### config.mk
export PLATFORM = sky130hd
export DESIGN_NAME = coincidence_align_sequencer_flat
export DESIGN_NICKNAME = d
export VERILOG_FILES = /design/src/rtl/coincidence_align_sequencer_if.sv /design/src/rtl/coincidence_align_sequencer.sv /design/src/flat_wrapper.sv
export SDC_FILE = /design/constraint.sdc
export NUM_CORES = 1
export LEC_CHECK = 0
export CORE_UTILIZATION = 38
export CTS_BUF_LIST = sky130_fd_sc_hd__clkbuf_16
export DETAILED_ROUTE_END_ITERATION = 12
export GPL_ROUTABILITY_DRIVEN = 0
export PLACE_DENSITY = 0.66
export SLEW_MARGIN = 40
export SYNTH_ARGS = -nofsm -noshare
export SYNTH_HDL_FRONTEND = slang
export SYNTH_SLANG_ARGS = --single-unit
### constraint.sdc
create_clock -name sysClk -period 4.6 [get_ports sysClk]
set_input_delay 1.38 -clock sysClk [delete_from_list [all_inputs] [get_ports sysClk]]
set_output_delay 1.38 -clock sysClk [all_outputs]
set_load 0.05 [all_outputs]
### src/rtl/coincidence_align_sequencer_if.sv
// CSR write/readback bus between the alignment sequencer (master) and a
// coincidenceRecorder (slave).
interface coincidence_align_sequencer_if;
  logic        csrStrobe;
  logic [31:0] csrData;
  logic [31:0] csrReadback;

  modport master (output csrStrobe, output csrData, input csrReadback);
  modport slave  (input csrStrobe, input csrData, output csrReadback);
endinterface

### src/rtl/coincidence_align_sequencer.sv
// Runs acquire / scan / offset-write / realign on one coincidenceRecorder
// through its CSR strobe and readback, without software involvement.
module coincidence_align_sequencer #(
  parameter int BIN_COUNT       = 400,
  parameter int DATA_WIDTH      = 3,
  parameter int ADVANCE         = 5,
  parameter int SETTLE_CYCLES   = 16,
  parameter int ACQ_START_DELAY = 5,
  parameter int POLL_TIMEOUT    = 1000000
) (
  input  logic        sysClk,
  input  logic        sysReset,
  input  logic        start,
  output logic        busy,
  output logic        done,
  output logic [1:0]  status,
  output logic [23:0] risingEdge,
  output logic [15:0] edgeCount,
  coincidence_align_sequencer_if.master csr
);

  localparam logic [31:0] DLY_LAST  = 32'(ACQ_START_DELAY - 1);
  localparam logic [31:0] POLL_LAST = 32'(POLL_TIMEOUT - 1);
  localparam logic [31:0] SAMPLE_AT = 32'(SETTLE_CYCLES);
  localparam logic [23:0] LAST_BIN  = 24'(BIN_COUNT - 1);
  localparam logic [24:0] BIN25     = 25'(BIN_COUNT);
  localparam logic [24:0] ADV25     = 25'(ADVANCE);

  typedef enum logic [3:0] {
    S_IDLE, S_ACQ_WR, S_ACQ_DLY, S_ACQ_POLL, S_SCAN_WR,
    S_SCAN_SETTLE, S_SCAN_END, S_ALIGN_WR, S_REALIGN_WR, S_FINISH
  } state_t;

  state_t      state_q;
  logic        busy_q, done_q, strobe_q, prev_v_q;
  logic [31:0] data_q, cnt_q;
  logic [1:0]  status_q;
  logic [23:0] a_q, edge_q;
  logic [15:0] edge_cnt_q;

  logic        v_d, rise_d;
  logic [15:0] edge_cnt_d;
  logic [24:0] sum_d, offset_d;
  logic        unused_rb;

  assign unused_rb = ^csr.csrReadback[30:DATA_WIDTH];

  always_comb begin
    v_d        = (csr.csrReadback[DATA_WIDTH-1:0] != '0);
    rise_d     = v_d && !prev_v_q && (a_q != 24'd0);
    edge_cnt_d = (edge_cnt_q == 16'hFFFF) ? edge_cnt_q : edge_cnt_q + 16'd1;
    // edge < BIN_COUNT, so one conditional subtraction completes the modulo
    sum_d      = {1'b0, edge_q} + BIN25 - ADV25;
    offset_d   = (sum_d >= BIN25) ? sum_d - BIN25 : sum_d;
  end

  always_ff @(posedge sysClk) begin
    if (sysReset) begin
      state_q    <= S_IDLE;
      busy_q     <= 1'b0;
      done_q     <= 1'b0;
      strobe_q   <= 1'b0;
      data_q     <= '0;
      status_q   <= 2'd0;
      edge_q     <= '0;
      edge_cnt_q <= '0;
      a_q        <= '0;
      prev_v_q   <= 1'b0;
      cnt_q      <= '0;
    end else begin
      strobe_q <= 1'b0;
      data_q   <= '0;
      done_q   <= 1'b0;
      unique case (state_q)
        S_IDLE: begin
          // done_q high means this is the done cycle, where start is ignored
          if (start && !done_q) begin
            state_q    <= S_ACQ_WR;
            busy_q     <= 1'b1;
            status_q   <= 2'd0;
            edge_q     <= '0;
            edge_cnt_q <= '0;
          end
        end
        S_ACQ_WR: begin
          strobe_q <= 1'b1;
          data_q   <= 32'h8000_0000;
          cnt_q    <= '0;
          state_q  <= S_ACQ_DLY;
        end
        S_ACQ_DLY: begin
          if (cnt_q == DLY_LAST) begin
            cnt_q   <= '0;
            state_q <= S_ACQ_POLL;
          end else begin
            cnt_q <= cnt_q + 32'd1;
          end
        end
        S_ACQ_POLL: begin
          if (!csr.csrReadback[31]) begin
            a_q        <= '0;
            prev_v_q   <= 1'b0;
            edge_q     <= '0;
            edge_cnt_q <= '0;
            state_q    <= S_SCAN_WR;
          end else if (cnt_q == POLL_LAST) begin
            status_q <= 2'd2;
            state_q  <= S_FINISH;
          end else begin
            cnt_q <= cnt_q + 32'd1;
          end
        end
        S_SCAN_WR: begin
          strobe_q <= 1'b1;
          data_q   <= {8'h00, a_q};
          cnt_q    <= '0;
          state_q  <= S_SCAN_SETTLE;
        end
        S_SCAN_SETTLE: begin
          if (cnt_q == SAMPLE_AT) begin
            prev_v_q <= v_d;
            if (rise_d) begin
              edge_q     <= a_q;
              edge_cnt_q <= edge_cnt_d;
            end
            if (a_q == LAST_BIN) begin
              state_q <= S_SCAN_END;
            end else begin
              a_q     <= a_q + 24'd1;
              state_q <= S_SCAN_WR;
            end
          end else begin
            cnt_q <= cnt_q + 32'd1;
          end
        end
        S_SCAN_END: begin
          if (edge_cnt_q == 16'd0) begin
            status_q <= 2'd1;
            state_q  <= S_FINISH;
          end else begin
            state_q <= S_ALIGN_WR;
          end
        end
        S_ALIGN_WR: begin
          strobe_q <= 1'b1;
          data_q   <= {3'b010, 5'h00, offset_d[23:0]};
          state_q  <= S_REALIGN_WR;
        end
        S_REALIGN_WR: begin
          // hold one cycle so the realign strobe never abuts the align strobe
          if (!strobe_q) begin
            strobe_q <= 1'b1;
            data_q   <= 32'h2000_0000;
            status_q <= 2'd0;
            state_q  <= S_FINISH;
          end
        end
        S_FINISH: begin
          done_q  <= 1'b1;
          busy_q  <= 1'b0;
          state_q <= S_IDLE;
        end
        default: state_q <= S_IDLE;
      endcase
    end
  end

  assign busy          = busy_q;
  assign done          = done_q;
  assign status        = status_q;
  assign risingEdge    = edge_q;
  assign edgeCount     = edge_cnt_q;
  assign csr.csrStrobe = strobe_q;
  assign csr.csrData   = data_q;

endmodule

### src/flat_wrapper.sv
// flat-port wrapper written by rule: the top's interface ports become plain ports
module coincidence_align_sequencer_flat 
#(
  parameter int BIN_COUNT       = 400,
  parameter int DATA_WIDTH      = 3,
  parameter int ADVANCE         = 5,
  parameter int SETTLE_CYCLES   = 16,
  parameter int ACQ_START_DELAY = 5,
  parameter int POLL_TIMEOUT    = 1000000
)
  (sysClk, sysReset, start, busy, done, status, risingEdge, edgeCount, csr_csrStrobe, csr_csrData, csr_csrReadback);
  coincidence_align_sequencer_if csr_i ();
  input  logic sysClk;
  input  logic sysReset;
  input  logic start;
  output logic busy;
  output logic done;
  output logic [1:0] status;
  output logic [23:0] risingEdge;
  output logic [15:0] edgeCount;
  output wire logic [$bits(csr_i.csrStrobe)-1:0] csr_csrStrobe;
  output wire logic [$bits(csr_i.csrData)-1:0] csr_csrData;
  input wire logic [$bits(csr_i.csrReadback)-1:0] csr_csrReadback;
  assign csr_csrStrobe = csr_i.csrStrobe;
  assign csr_csrData = csr_i.csrData;
  assign csr_i.csrReadback = csr_csrReadback;
  coincidence_align_sequencer #(.BIN_COUNT(BIN_COUNT), .DATA_WIDTH(DATA_WIDTH), .ADVANCE(ADVANCE), .SETTLE_CYCLES(SETTLE_CYCLES), .ACQ_START_DELAY(ACQ_START_DELAY), .POLL_TIMEOUT(POLL_TIMEOUT)) u_core (.sysClk(sysClk), .sysReset(sysReset), .start(start), .busy(busy), .done(done), .status(status), .risingEdge(risingEdge), .edgeCount(edgeCount), .csr(csr_i));
endmodule
Yosys cells after proc, flatten, opt, wreduce, memory -nomap -nowiden:

Index checks and enable logic that the tools add are counted.

* bits in registers: 138
* latch bits: 0
* RAM bits: 0
* bits in read-only memories: 0
* bits of input ports: 35
* output and inout port bits: 77
* logic and storage cells: 115
* memories: 0

* add/sub/neg operators: 6
* multiply operators: 0
* div/mod/pow operators: 0
* order comparisons: 1
* equal/unequal tests: 28
* shift-type cells: 0
* multiplexer cells: 45
* bitwise gates (word level): 0
* reduce and logical (&&, ||, !) cells: 24

Operators by type and width (number)
* 32-bit case mux with 4 select lines: 2
* 24-bit two-way mux: 7
* 32-bit two-way mux: 4
* 16-bit two-way mux: 5
* 24-bit case mux with 3 select lines: 1
* 16-bit case mux with 3 select lines: 1
* 24-bit case mux with 2 select lines: 1
* 4-bit case mux with 9 select lines: 1
* 32-bit by 1-bit adder with 32-bit output, second input constant: 1
* 32-bit by 20-bit == test with 1-bit output, second input constant: 1
* 32-bit by 3-bit == test with 1-bit output, second input constant: 1
* 32-bit by 5-bit == test with 1-bit output, second input constant: 1
* 30-bit two-way mux: 1
* 4-bit two-way mux: 7
* 24-bit by 9-bit adder with 25-bit output, second input constant: 1
* 25-bit by 9-bit >= comparator with 1-bit output, second input constant: 1
* 25-bit by 3-bit subtractor with 25-bit output, second input constant: 1
* 24-bit by 1-bit adder with 24-bit output, second input constant: 1
* 24-bit by 9-bit == test with 1-bit output, second input constant: 1
* 24-bit nonzero test: 1
* 24-bit by 9-bit subtractor with 24-bit output, second input constant: 1
* 16-bit by 1-bit adder with 16-bit output, second input constant: 1
* 16-bit == test, second input constant: 1
* 4-bit by 3-bit == test with 1-bit output, second input constant: 4
* 24 further kinds: 57

Logic depth before layout (Yosys ltp):

Gate-level depths: netlist of run 1.

* word-level depth: 6
* mapped depth: 13
* gate-level depth less buffers: 13

Worst setup path after synthesis of run 1:

OpenSTA, ideal clock, no wires.

* path kind: input -> register
* start point: input csr_csrReadback[31]
* end point: register u_core.cnt_q[31]
* setup time: 0.128 ns
* arrival time: 3.175 ns
* data required time: 4.472 ns
* path slack: 1.298 ns
* cell stages on the path: 9
* buffers on the path: 1
* cells stage by stage: o21ai_1 a211o_1 a221oi_2 and4_1 buf_2 nor3b_2 nand4_1 xor2_1 nor2_1

* cells in the longest elaborated chain, start to end: 2

Ends and longest elaborated chain
* start: declaration: line flat_wrapper.sv:23 `input wire logic [$bits(csr_i.csrReadback)-1:0] csr_csrReadback;`
* 2-bit inequality test (no source line)
* 4-bit AND reduction (no source line)
* end signal: assignment: line coincidence_align_sequencer.sv:96 `cnt_q <= cnt_q + 32'd1;`
* end signal: assignment: line coincidence_align_sequencer.sv:110 `cnt_q <= cnt_q + 32'd1;`
* end signal: assignment: line coincidence_align_sequencer.sv:133 `cnt_q <= cnt_q + 32'd1;`
* end: declaration: line coincidence_align_sequencer.sv:36 `logic [31:0] data_q, cnt_q;`

Every way passes these cells.
A chain may end at the register's enable or synchronous reset.

Final worst setup path of run 1:

* start point: input csr_csrReadback[31]
* end point: register u_core.cnt_q[28]

The elaborated chain is that of the path after synthesis.

==> results.py, run 1 <==
metrics = {
    "synthesis": {
        "synth.avg_cell_area_sq_um": 8.171,
        "synth_edf_count": 0,
        "yosys.area.top_type_share_pct": 37.50,
        "synth-seq-area-share_pct": 37.50,
        "yosysUniqueCellTypes": 79,
        "synth_seq_cells": 133,
        "synth-async-reset-ratio_pct": 0,
        "yosys_warnings": 0,
        "netlist_instances": 869,
        "synthTopCellsByArea": "dfxtp_1 37%, xor2_1 8.4%, nor2_1 7.8%",
        "ys.flop_type": "dfxtp_1",
        "synth.largest_area_cell": "dfxtp_1",
        "synth.cell_area_sq_mm": 0.007101,
    },
    "run_status": {
        "violations": "design-rule violations",
        "outcome": "complete, but fails checks",
    },
    "global_routing": {
        "grt_pass1_wl_mm": 29.28,
        "grt_max_degree": 33,
        "antenna_found_initial": 0,
        "first_global_vias": 5709,
        "grt-ovfl-total": 0,
        "grtUsageTotal_pct": 18.89,
    },
    "timing": {
        "fin_crit_sh_pct": 79.36,
        "tns_ns": 0,
        "worstMarginPinSlew_ns": 0.8162,
        "period_needed_ns": 3.651,
        "slew_headroom_pct": 45.09,
        "slew_viol_final": 0,
        "finalHoldViolations": 0,
        "rsz0062_at_grt": "no",
        "fmax_mhz": 273.9,
        "setup_viol": 0,
        "skew_ns": 0.009520,
    },
    "clock_tree": {
        "insertion_delay_ns": 0.42,
        "clkSinkCount": 133,
        "ctsResizeCount": 0,
        "cts-hold-fix-buffers": 0,
        "cts_tree": "built",
        "cts_buffers": 17,
        "cts_setup_buffers": 0,
        "clockBufferDepth": 2,
        "clk_pin_slew_ns": 0.06,
        "cts_root_buffer": "clkbuf_16",
        "h-tree-depth": 4,
    },
    "setup_path": {
        "worstPathCellList": "clkdlybuf4s50_1, o21ai_1, a211o_1, a221oi_2, nand3_1, nor3_1, nand4_1, xnor2_1, nor2_1",
        "critical_path.max_fanout": 8,
        "critPathLaunchType": "primary input",
        "critical_path_class": "primary input to flip-flop",
        "worstPathArrival_ns": 3.95,
        "crit_slowest_cell": "clkdlybuf4s50_1",
        "critPathRequiredTime_ns": 4.89,
        "r2r_end": "u_core.csr.csrData[15]",
        "cp-end-kind": "flip-flop",
        "reg2reg_from": "u_core.risingEdge[0]",
        "r2r_slack_ns": 1.16,
        "critical-path-max-stage-delay_ns": 0.60,
        "worst-r2r-cell-count": 11,
    },
    "power": {
        "p_total_mw": 3.285,
        "power.density_mw_per_mm2": 379.2,
        "peakVddDrop_uv": 272.0,
        "p_leak_nw": 3.159,
    },
    "floorplan": {
        "die-area_sq_mm": 0.01924,
        "core_area_sq_mm": 0.01815,
        "die_h_um": 138.7,
        "rows": 49,
        "start_util_pct": 39.13,
        "num_io_pins": 112,
        "die_width_um": 138.7,
    },
    "placed_design": {
        "dp_hpwl_mm": 12.62,
        "portBuffers": 78,
    },
    "routing": {
        "dr.pass1.iters": 9,
        "via_count": 6387,
        "vias_per_cell": 5.440,
        "wl_mm": 17.90,
        "ant_nets": 0,
        "drc_errors": 10,
        "first_iter_violations": 524,
        "wl_per_cell_um": 15.25,
    },
    "run": {
        "maxCapViolations": 0,
    },
    "cells_and_area": {
        "syn2layout_area_growth_pct": 21.99,
        "diodes": 0,
        "nFillCells": 1776,
        "fin_util_pct": 47.73,
        "nNetsFinal": 975,
        "drive_above_1_share_pct": 6.984,
    },
    "min_path": {
        "hold_path_end": "u_core.csr.csrData[21]",
        "whs_path_depth": 2,
        "hold_start": "u_core.a_q[21]",
        "hold_class": "flip-flop to flip-flop",
    },
}
synthesized netlist by cell type, types with 3 or more instances:
cell type    n
inv_1       17
nor2_1     147
nor2b_1      6
a22o_1       7
buf_4        5
a211oi_1     4
dfxtp_1    133
o21ai_1     16
nor4_1      19
and4_1      12
ha_1         8
a311oi_1     3
a31oi_1      6
xor2_1      68
o21ai_0     16
a21o_1       3
nand3_1     41
nand2b_1    14
nand4_1     20
o211ai_1     7
and2_1       6
or3_1       10
nor3_1      19
nand2_1     78
nor4b_1      4
a21oi_1     28
and3_1      18
or2_2        3
xnor2_1     28
buf_2        8
clkbuf_1    28
mux2i_1     26
metrics by stage:
step	worst slack [ns]	instance area [sq um]	instances	hold WS, ns
2_1_floorplan	1.298	7116	873	0.4382
5_1_grt	0.5823	8662	1174	0.5005
3_5_place_dp	0.5265	8048	1142	0.4779
3_3_place_gp	0.5012	8045	1142	0.4699
4_1_cts	0.9446	8662	1174	0.4853
6_report	0.9493	8662	1174	0.4775
worst max path at each step:
stage	depth (start not counted)	slack, ns	start	end
after floorplan	9	1.30	csr_csrReadback[31]	u_core.cnt_q[31]
after global placement	9	0.50	csr_csrReadback[31]	u_core.cnt_q[28]
after detailed placement	9	0.53	csr_csrReadback[31]	u_core.cnt_q[28]
after CTS	9	0.94	csr_csrReadback[31]	u_core.cnt_q[28]
after global routing	9	0.58	csr_csrReadback[31]	u_core.cnt_q[28]
final	9	0.95	csr_csrReadback[31]	u_core.cnt_q[28]
cells by family after synthesis:
family	Yosys count	share of synthesized area, %
fa+ha+maj	8	1.410
xor+xnor	96	11.84
other cells	1	0.05281
mux	26	3.665
simple gates	413	28.83
buf+inv	66	4.141
compound gates	126	12.56
flops	133	37.50
layout make-up:
cell class | instances | area [sq um] | area share (%)
clock buffer | 17 | 425.4 | 4.911
clock inverter | 15 | 188.9 | 2.181
inverter | 19 | 71.32 | 0.8233
multi-input combinational | 674 | 4179 | 48.24
sequential | 133 | 2663 | 30.74
tap | 229 | 286.5 | 3.308
timing repair buffer | 87 | 848.3 | 9.793
cells in the final DEF, fill, tap and decap left out, types with 3 or more instances in the layout:
master             n
a211oi_1           4
a21o_1             3
a21oi_1           28
a22o_1             7
a311oi_1           3
a31oi_1            6
and2_1             6
and3_1            18
and4_1            12
buf_4              9
bufinv_16          4
clkbuf_16         17
clkdlybuf4s50_1   78
clkinvlp_4         4
conb_1             5
dfxtp_1          133
ha_1               8
inv_1             19
mux2i_1           26
nand2_1           78
nand2b_1          13
nand3_1           41
nand4_1           20
nor2_1           147
nor2b_1            6
nor3_1            19
nor4_1            18
nor4b_1            4
o211ai_1           7
o21ai_0           16
o21ai_1           15
or2_2              3
or3_1             10
xnor2_1           28
xor2_1            68
where the power goes:
group,switching [mW],internal [mW],total [mW]
registers,0.0700,1.18,1.25
logic,0.402,0.220,0.622
clock network,0.513,0.900,1.41
worst max-delay path: cells and delay by family:
family | cells | cell delay [ns]
xor gates and xnor gates | 1 | 0.19
buffers and inverters | 1 | 0.60
AOI/OAI and AO/OA | 3 | 0.71
and+or+nand+nor | 4 | 1.07
state kept, by name (all words and copies together) (netlist names), 2 cells and up:
register	count
u_core.a_q	24
u_core.state_q	4
u_core.risingEdge	24
u_core.edgeCount	16
u_core.status	2
u_core.cnt_q	32
u_core.csr.csrData	27
per-layer routing:
layer / GRT usage (%) / routed length (um) / vias to the layer above
met5: 0 / 0 / -
li1: - / - / 3165
met4: 5.789 / 272 / 0
met1: 25.94 / 8600 / 3006
met2: 29.58 / 7941 / 193
met3: 4.040 / 1087 / 23
(Power assumes the default switching activity.)
==> run 2: changes to the inputs <==
==> constraint.sdc (replaced) <==
create_clock -name sysClk -period 3.4 [get_ports sysClk]
set_input_delay 1.02 -clock sysClk [delete_from_list [all_inputs] [get_ports sysClk]]
set_output_delay 1.02 -clock sysClk [all_outputs]
set_load 0.05 [all_outputs]
==> run 2 against run 1 <==
  * The flow still finishes with violations (design-rule violations)
  * Clock-buffer cell count did not move
  * Register-to-register slack got worse by 0.86 ns
  * Final cell count rose by 2.3%
  * Flip-flop and latch count did not move
==> results.py, run 2 (synthesis results as in run 1) <==
metrics = {
    "run_status": {
        "outcome": "complete, but fails checks",
        "violations": "design-rule violations",
    },
    "routing": {
        "drc_errors": 11,
        "ant_nets": 0,
        "wl_per_cell_um": 15.13,
        "dr.pass1.iters": 10,
        "via_count": 6441,
        "first_iter_violations": 479,
        "wl_mm": 18.17,
        "vias_per_cell": 5.363,
    },
    "timing": {
        "worstMarginPinSlew_ns": 0.7136,
        "tns_ns": 0,
        "period_needed_ns": 3.099,
        "slew_viol_final": 0,
        "setup_viol": 0,
        "skew_ns": 0.009736,
        "rsz0062_at_grt": "no",
        "fin_crit_sh_pct": 91.13,
        "slew_headroom_pct": 52.06,
        "finalHoldViolations": 0,
        "fmax_mhz": 322.7,
    },
    "global_routing": {
        "use_met2_pct": 30.70,
        "grt_max_degree": 39,
        "antenna_found_initial": 0,
        "busiest_layer": "met2",
        "use_met3_pct": 5.007,
        "use_met1_pct": 25.98,
        "grt_pass1_wl_mm": 30.15,
        "first_global_vias": 5903,
        "grtUsageTotal_pct": 19.41,
        "grt-ovfl-total": 0,
    },
    "cells_and_area": {
        "stdcell_area_sq_mm": 0.008867,
        "nFillCells": 1718,
        "nNetsFinal": 1003,
        "syn2layout_area_growth_pct": 24.88,
        "final_cell_mix": "147 x nor2_1, 133 x dfxtp_1, 78 x nand2_1, 78 x clkdlybuf4s50_1, 68 x xor2_1",
        "top_register": "u_core.cnt_q",
        "fin_util_pct": 48.86,
        "diodes": 0,
        "drive_above_1_share_pct": 9.156,
        "layout_commonest_cell": "nor2_1",
        "largest_reg_flops": 32,
        "final_cells": 1201,
    },
    "setup_path": {
        "cp-end-kind": "flip-flop",
        "critPathRequiredTime_ns": 3.69,
        "r2r_slack_ns": 0.30,
        "worst-r2r-cell-count": 9,
        "critical_path.max_fanout": 10,
        "critPathLaunchType": "flip-flop",
        "r2r_end": "u_core.csr.csrData[23]",
        "reg2reg_from": "u_core.risingEdge[8]",
        "worstPathArrival_ns": 3.39,
        "crit_end": "u_core.csr.csrData[23]",
        "crit_start": "u_core.risingEdge[8]",
        "critical_path_class": "flip-flop to flip-flop",
    },
    "placed_design": {
        "dp.cells": 1170,
        "portBuffers": 78,
        "dpl_cell_area_sq_mm": 0.008293,
        "dp_hpwl_mm": 13.07,
    },
    "power": {
        "power.density_mw_per_mm2": 497.7,
        "p_total_mw": 4.413,
        "peakVddDrop_uv": 315.5,
        "p_leak_nw": 3.311,
    },
    "min_path": {
        "whs_path_depth": 2,
        "hold_start": "u_core.a_q[21]",
        "hold_class": "flip-flop to flip-flop",
    },
    "clock_tree": {
        "cts-hold-fix-buffers": 0,
        "clkSinkCount": 133,
        "clk_pin_slew_ns": 0.06,
        "cts_tree": "built",
        "ctsResizeCount": 0,
        "insertion_delay_ns": 0.41,
        "cts_setup_buffers": 0,
        "clockBufferDepth": 2,
        "h-tree-depth": 4,
        "cts_buffers": 17,
        "cts_root_buffer": "clkbuf_16",
    },
    "floorplan": {
        "die_width_um": 138.7,
        "die_h_um": 138.7,
        "start_util_pct": 39.13,
        "num_io_pins": 112,
        "rows": 49,
        "core_area_sq_mm": 0.01815,
        "die-area_sq_mm": 0.01924,
    },
    "run": {
        "maxCapViolations": 0,
    },
}
[run 2: cell types whose count changed in the layout (fill, tap and decap cells not counted)]
cell,delta
bufinv_16,-1
clkinvlp_4,-1
inv_6,-1
buf_12,+3
inv_1,+3
nand2b_1,+1
clkinv_2,-1
buf_4,+25
nand2b_2,-1
[run 2: metal layers]
metal,vias to the layer above,share of wire (%)
li1,3230,-
met1,3005,48
met2,187,45
met3,19,6.0
met4,0,1.2
met5,-,0
[run 2: worst min-delay path by stage]
| stage | end | slack, ns |
|---|---|---|
| 2_1_floorplan | u_core.csr.csrData[21] | 0.44 |
| 3_3_place_gp | u_core.csr.csrData[21] | 0.47 |
| 3_5_place_dp | u_core.csr.csrData[21] | 0.47 |
| 4_1_cts | u_core.csr.csrData[21] | 0.49 |
| 5_1_grt | u_core.csr.csrData[21] | 0.51 |
| 6_report | u_core.csr.csrData[21] | 0.49 |
[run 2: final cells by class]
type | count | area, sq um | share of cell area [%]
Tap cell | 229 | 286.5 | 3.231
Inverter | 19 | 71.32 | 0.8043
Clock buffer | 17 | 425.4 | 4.798
Multi-Input combinational cell | 674 | 4177 | 47.10
Timing Repair Buffer | 115 | 1096 | 12.36
Clock inverter | 14 | 148.9 | 1.679
Sequential cell | 133 | 2663 | 30.03
[run 2: where the power goes]
part | total, mW | switching, mW | leakage, nW | internal, mW
Clock | 1.80 | 0.670 | 0.289 | 1.13
Sequential | 1.67 | 0.0766 | 1.07 | 1.60
Combinational | 0.939 | 0.577 | 1.95 | 0.362
Total | 4.41 | 1.32 | 3.31 | 3.09
[run 2: per-stage QoR]
stage | hold slack [ns] | setup slack (ns)
after global placement | 0.4716 | 0.1520
after floorplan | 0.4382 | 0.2245
after detailed placement | 0.4732 | 0.1243
after CTS | 0.4918 | 0.3469
after global routing | 0.5137 | 0.07193
final | 0.4858 | 0.3014
[run 2: worst max-delay path, stage by stage, from the launching register on]
cell and delay, ns:
dfxtp_1 0.44, nor2_2 0.47, nand4_1 0.28, or3_1 0.37, a21oi_1 0.26, o211ai_1 0.29
or3_4 0.43, nor2_2 0.10, xnor2_1 0.07, a22o_1 0.26
